<file path="config.mk">
export PLATFORM = sky130hd
export DESIGN_NAME = pipe_hazard_sequencer
export DESIGN_NICKNAME = d
export VERILOG_FILES = /design/src/rtl/pipe_hazard_pkg.sv /design/src/rtl/pipe_hazard_sequencer_sat_counter.sv /design/src/rtl/pipe_hazard_sequencer.sv
export SDC_FILE = /design/constraint.sdc
export NUM_CORES = 1
export LEC_CHECK = 0
export BUFFER_PORTS_ARGS = -buffer_cell sky130_fd_sc_hd__buf_2
export CELL_PAD_IN_SITES_DETAIL_PLACEMENT = 2
export CELL_PAD_IN_SITES_GLOBAL_PLACEMENT = 2
export CORE_MARGIN = 2
export CORE_UTILIZATION = 31
export CTS_BUF_LIST = sky130_fd_sc_hd__clkbuf_4
export CTS_CLUSTER_DIAMETER = 60
export CTS_CLUSTER_SIZE = 24
export DETAILED_ROUTE_END_ITERATION = 10
export GPL_TIMING_DRIVEN = 0
export PLACE_DENSITY = 0.81
export SLEW_MARGIN = 30
export SYNTH_ARGS = -nofsm -noshare
export SYNTH_HDL_FRONTEND = slang
export SYNTH_HIERARCHICAL = 1
export SYNTH_SLANG_ARGS = --single-unit
</file>
<file path="constraint.sdc">
create_clock -name clk -period 2.05 [get_ports clk]
set_input_delay 0.41 -clock clk [delete_from_list [all_inputs] [get_ports clk]]
set_output_delay 0.41 -clock clk [all_outputs]
set_load 0.03 [all_outputs]
</file>
<file path="src/rtl/pipe_hazard_pkg.sv">
// Shared pipeline-control types: sequencer state encoding, control bundle
// and drain-length default.
package pipe_hazard_pkg;

  localparam int unsigned DRAIN_CYCLES_DEF = 3;

  typedef enum logic [1:0] {
    ST_RUN    = 2'd0,
    ST_SPLIT  = 2'd1,
    ST_DRAIN  = 2'd2,
    ST_HALTED = 2'd3
  } seq_state_t;

  typedef struct packed {
    logic pc_hold;
    logic ifid_hold;
    logic ifid_flush;
    logic idex_flush;
    logic slot0_kill;
    logic slot1_kill;
  } ctrl_t;

  // Freeze fetch and push a bubble into EX.
  function automatic ctrl_t ctrl_stall();
    ctrl_t c;
    c            = '0;
    c.pc_hold    = 1'b1;
    c.ifid_hold  = 1'b1;
    c.idex_flush = 1'b1;
    return c;
  endfunction

  // Redirect: PC loads the target, younger instructions are squashed.
  function automatic ctrl_t ctrl_flush();
    ctrl_t c;
    c            = '0;
    c.ifid_flush = 1'b1;
    c.idex_flush = 1'b1;
    return c;
  endfunction

endpackage

</file>
<file path="src/rtl/pipe_hazard_sequencer_sat_counter.sv">
// Saturating event counter with synchronous clear taking priority over increment.
module sat_counter #(
  parameter int unsigned W = 16
) (
  input  logic         clk,
  input  logic         reset,
  input  logic         inc,
  input  logic         clr,
  output logic [W-1:0] cnt
);

  always_ff @(posedge clk or negedge reset) begin
    if (!reset) begin
      cnt <= '0;
    end else if (clr) begin
      cnt <= '0;
    end else if (inc && (cnt != {W{1'b1}})) begin
      cnt <= cnt + W'(1);
    end
  end

endmodule

</file>
<file path="src/rtl/pipe_hazard_sequencer.sv">
// Stall/flush sequencer for the dual-issue pipe: hazard holds, split issue,
// redirect flushes and halt drain, plus stall/flush event counters.
module pipe_hazard_sequencer
  import pipe_hazard_pkg::*;
#(
  parameter int unsigned DRAIN_CYCLES = DRAIN_CYCLES_DEF,
  parameter int unsigned CNT_W        = 16
) (
  input  logic             clk,
  input  logic             reset,
  input  logic             lu_hazard,
  input  logic             pair_conflict,
  input  logic             br_mispredict,
  input  logic             halt_req,
  input  logic             cnt_clr,
  output logic             pc_hold,
  output logic             ifid_hold,
  output logic             ifid_flush,
  output logic             idex_flush,
  output logic             slot0_kill,
  output logic             slot1_kill,
  output logic             halt_ack,
  output logic [CNT_W-1:0] stall_cnt,
  output logic [CNT_W-1:0] flush_cnt
);

  localparam int unsigned DW = (DRAIN_CYCLES > 1) ? $clog2(DRAIN_CYCLES) : 1;
  localparam logic [DW-1:0] DRAIN_LOAD = DW'(DRAIN_CYCLES - 1);

  seq_state_t    state, state_next;
  logic [DW-1:0] drain_cnt, drain_next;
  ctrl_t         ctrl_c;
  ctrl_t         ctrl;
  logic          inc_stall, inc_flush;

  // State, drain counter and halt acknowledge registers.
  always_ff @(posedge clk or negedge reset) begin
    if (!reset) begin
      state     <= ST_RUN;
      drain_cnt <= '0;
      halt_ack  <= 1'b0;
    end else begin
      state     <= state_next;
      drain_cnt <= drain_next;
      halt_ack  <= (state_next == ST_HALTED);
    end
  end

  // Next state and same-cycle pipe controls; mispredict always wins.
  always_comb begin
    ctrl_c     = '0;
    state_next = state;
    drain_next = drain_cnt;
    inc_stall  = 1'b0;
    inc_flush  = 1'b0;
    case (state)
      ST_RUN: begin
        if (br_mispredict) begin
          ctrl_c    = ctrl_flush();
          inc_flush = 1'b1;
        end else if (lu_hazard) begin
          ctrl_c    = ctrl_stall();
          inc_stall = 1'b1;
        end else if (pair_conflict) begin
          ctrl_c.pc_hold    = 1'b1;
          ctrl_c.ifid_hold  = 1'b1;
          ctrl_c.slot1_kill = 1'b1;
          inc_stall         = 1'b1;
          state_next        = ST_SPLIT;
        end else if (halt_req) begin
          ctrl_c     = ctrl_stall();
          inc_stall  = 1'b1;
          drain_next = DRAIN_LOAD;
          state_next = ST_DRAIN;
        end
      end
      ST_SPLIT: begin
        if (br_mispredict) begin
          ctrl_c     = ctrl_flush();
          inc_flush  = 1'b1;
          state_next = ST_RUN;
        end else if (lu_hazard) begin
          ctrl_c    = ctrl_stall();
          inc_stall = 1'b1;
        end else begin
          ctrl_c.slot0_kill = 1'b1;
          state_next        = ST_RUN;
        end
      end
      ST_DRAIN: begin
        if (br_mispredict) begin
          ctrl_c     = ctrl_flush();
          inc_flush  = 1'b1;
          drain_next = DRAIN_LOAD;
          state_next = halt_req ? ST_DRAIN : ST_RUN;
        end else begin
          ctrl_c    = ctrl_stall();
          inc_stall = 1'b1;
          if (!halt_req) begin
            state_next = ST_RUN;
          end else if (drain_cnt == '0) begin
            state_next = ST_HALTED;
          end else begin
            drain_next = drain_cnt - DW'(1);
          end
        end
      end
      ST_HALTED: begin
        if (br_mispredict) begin
          ctrl_c    = ctrl_flush();
          inc_flush = 1'b1;
        end else begin
          ctrl_c    = ctrl_stall();
          inc_stall = 1'b1;
        end
        if (!halt_req) begin
          state_next = ST_RUN;
        end
      end
      default: begin
        state_next = ST_RUN;
      end
    endcase
  end

  // Controls are forced low while reset is asserted.
  assign ctrl = reset ? ctrl_c : ctrl_t'('0);

  assign pc_hold    = ctrl.pc_hold;
  assign ifid_hold  = ctrl.ifid_hold;
  assign ifid_flush = ctrl.ifid_flush;
  assign idex_flush = ctrl.idex_flush;
  assign slot0_kill = ctrl.slot0_kill;
  assign slot1_kill = ctrl.slot1_kill;

  sat_counter #(.W(CNT_W)) u_stall_cnt (
    .clk   (clk),
    .reset (reset),
    .inc   (inc_stall),
    .clr   (cnt_clr),
    .cnt   (stall_cnt)
  );

  sat_counter #(.W(CNT_W)) u_flush_cnt (
    .clk   (clk),
    .reset (reset),
    .inc   (inc_flush),
    .clr   (cnt_clr),
    .cnt   (flush_cnt)
  );

endmodule

</file>
==> impl_metrics.toml <==
[synth]
yosys.area.top_type_share = 0.4167
yosysTopAreaCell = "dfrtp_1"
synth-warning-count = 6
syn_area_um2 = 2222
ys_async_sr_fraction = 1.000
ys_types = 52
synth_edf_count = 0
ys_seq_area_frac = 0.4167
syn_area_per_cell_um2 = 9.661
yosys.cell_count.top_type = "dfrtp_1"
yosys-top-cells-area = "dfrtp_1 (42%), a21oi_1 (5.0%), o31ai_1 (3.4%), nand4_1 (2.5%), nand2_1 (2.4%)"
synth-main-ff-cell = "dfrtp_1"
yosys-top-cells-count = "dfrtp_1 (37), a21oi_1 (22), nand2_1 (14)"
synthCells = 230
postSynthNetCount = 240
yosys_register_bits = 37

[placement]
dp_hpwl_mm = 4.708
routabilityCongestion = 0.7400
dp_cells = 371
port_buffers = 45

[worst_hold_path]
hold_class = "input port to asynchronous set/reset pin"

[job]
maxCapViolCount = 0

[final_layout]
layout-drive-gt1-share = 0.3230
antenna_cells = 0
fin_cells = 387
area.growth.synth_to_final_pct = 24.89
utilization = 0.4040
nNetsFinal = 300

[clock_network]
cts_max_level = 2
clockBufferDepth = 2
cts-root-buf = "clkbuf_4"
numCtsBuffers = 5
cts_tree = "yes"
clkTransAtPathRegs_ns = 0.15
numClockSinks = 37
clkLatencyLatePin_ns = 0.36

[critical_path]
cp.arrival_ns = 2.33
setup.worst_path.class = "register to register"
required_ns = 2.34
cp-start-kind = "register"
end_kind = "register"
cp_max_fo = 6

[global_routing]
grt_max_degree = 43
grt_pass1_wl_mm = 11.20
grt_usage = 0.1838
gr-total-overflow = 0
grt_pass1_vias = 2178
antenna_found_initial = 0

[sta]
rsz0062_at_grt = "true"
worstMarginPinSlew_ns = 0.5601
fmax_ghz = 0.4918
fin_crit_ns = 2.033
final-hold-violation-count = 1
skew_ns = 0.02773
fin_crit_sh = 0.9919
final-setup-viol-count = 0
whs_ns = -0.0007457
slew_violations = 0
relSlewSlack = 0.6266

[die]
die_w_um = 88.67
ios = 46
start_util = 0.3235
coreArea_um2 = 6869
dieArea_um2 = 7861
die_height_um = 88.67
num_rows = 30

[detailed_routing]
routed_wl_mm = 6.741
drc = 0
drtIter0Drc = 84
dr.pass1.iters = 5
via_per_inst = 5.377
routedWlPerCell_um = 17.42
postRouteAntennaNets = 0
vias = 2081

[power_and_ir_drop]
vdd.ir_drop.worst_mv = 0.1844
p_total_mw = 1.502
p_leak_nw = 1.244
p_per_area_nw_per_um2 = 541.4

[status]
status = "finished, violations left"
violations = "negative hold slack"
[sequential cells by signal, indices dropped and copies added (netlist names)]
signal           count
u_stall_cnt/cnt     16
halt_ack             1
state                2
drain_cnt            2
u_flush_cnt/cnt     16
[metrics by stage]
| step | setup WS [ns] | setup TNS (ns) | area, um2 | hold slack (ns) |
|---|---|---|---|---|
| 4_1_cts | 0.002381 | 0 | 2709 | 0.01335 |
| 3_3_place_gp | -0.1115 | -0.3399 | 2567 | 0.5274 |
| 5_1_grt | -0.05095 | -0.08242 | 2775 | 0.01988 |
| 2_1_floorplan | 0.08860 | 0 | 2222 | 0.1144 |
| 3_5_place_dp | -0.2371 | -0.8943 | 2567 | 0.5559 |
| 6_report | 0.01665 | 0 | 2775 | -0.0007457 |
[cell type report]
type	count	area [um2]
Sequential cell	37	929.6
Buffer	9	52.55
Tap cell	96	120.1
Fill cell	785	4094
Timing Repair Buffer	53	296.5
Clock buffer	5	37.54
Multi-Input combinational cell	177	1266
Clock inverter	3	46.29
Inverter	7	26.28
[placed cells by master (no fill, tap or decap), types with 3 or more instances in the layout]
cell      netlist  final
a21oi_1        22     19
a21oi_2         0      3
and2_1          5      5
and3_1          6      6
buf_2           0     42
buf_4           2     11
buf_6           1      3
clkbuf_1        5      5
clkbuf_4        0      5
dfrtp_1        37     34
dfrtp_2         0      3
inv_1           7      7
mux2_1          4      4
nand2_1        14     14
nand2b_1        5      5
nand3_1         6      6
nand4_1         9      9
nor2_1         10     10
nor2b_1         8      8
nor3_1          7      4
nor4_1          5      5
o21ai_0         7      6
o21ai_1         3      4
o31ai_1        10     10
or3_1           8      7
or4_1           7      6
[report_power, final]
| part | switching, mW | internal (mW) |
|---|---|---|
| logic | 0.126 | 0.0713 |
| clock network | 0.283 | 0.258 |
| registers | 0.0169 | 0.746 |
| total | 0.426 | 1.08 |
[critical path: stages (launching register included)]
cell,delay (ns)
dfrtp_2,0.44
o21bai_1,0.17
a21oi_2,0.18
buf_6,0.14
and4_4,0.26
nand4b_1,0.14
buf_4,0.18
or3_4,0.32
a21oi_2,0.13
[worst paths after layout]
check	depth (start not counted)	endpoint	slack, ns	start
setup / recovery	8	u_stall_cnt/cnt[15]$_DFFE_PN0P_	0.02	state[0]$_DFF_PN0_
hold / removal	1	drain_cnt[0]$_DFFE_PN0P_	-0.0007	reset
setup reg to reg	8	u_stall_cnt/cnt[15]$_DFFE_PN0P_	0.02	state[0]$_DFF_PN0_
hold reg to reg	2	drain_cnt[1]$_DFFE_PN0P_	0.58	drain_cnt[1]$_DFFE_PN0P_
max in group asynchronous	1	u_flush_cnt/cnt[0]$_DFFE_PN0P_	1.63	reset
min in group clk	2	state[1]$_DFF_PN0_	0.33	halt_req
[logic make-up (layout without fill, tap and decap cells)]
group           after synthesis  in the layout  share of synthesized area
simple gates                109            109                     0.3255
compound gates               55             55                     0.1560
flops                        37             37                     0.4167
buf+inv                      16             77                    0.03378
mux                           8              8                    0.04335
fa+ha+maj                     3              3                    0.01689
xor+xnor                      2              2                   0.007884
[routing by layer]
layer	up-vias	global-route usage	share of wire
met4	0	0.04132	0.0043
met3	2	0.03451	0.030
li1	1000	-	-
met1	1045	0.2463	0.46
met5	-	0	0
met2	34	0.3080	0.50
[repair_timing]
action,CTS,global route
setup buffers,4,4
setup endpoints to repair,15,13
resized for setup,9,13
hold buffers,0,0
pin swaps,2,2
Note: power is estimated with default switching activity, not from simulation.
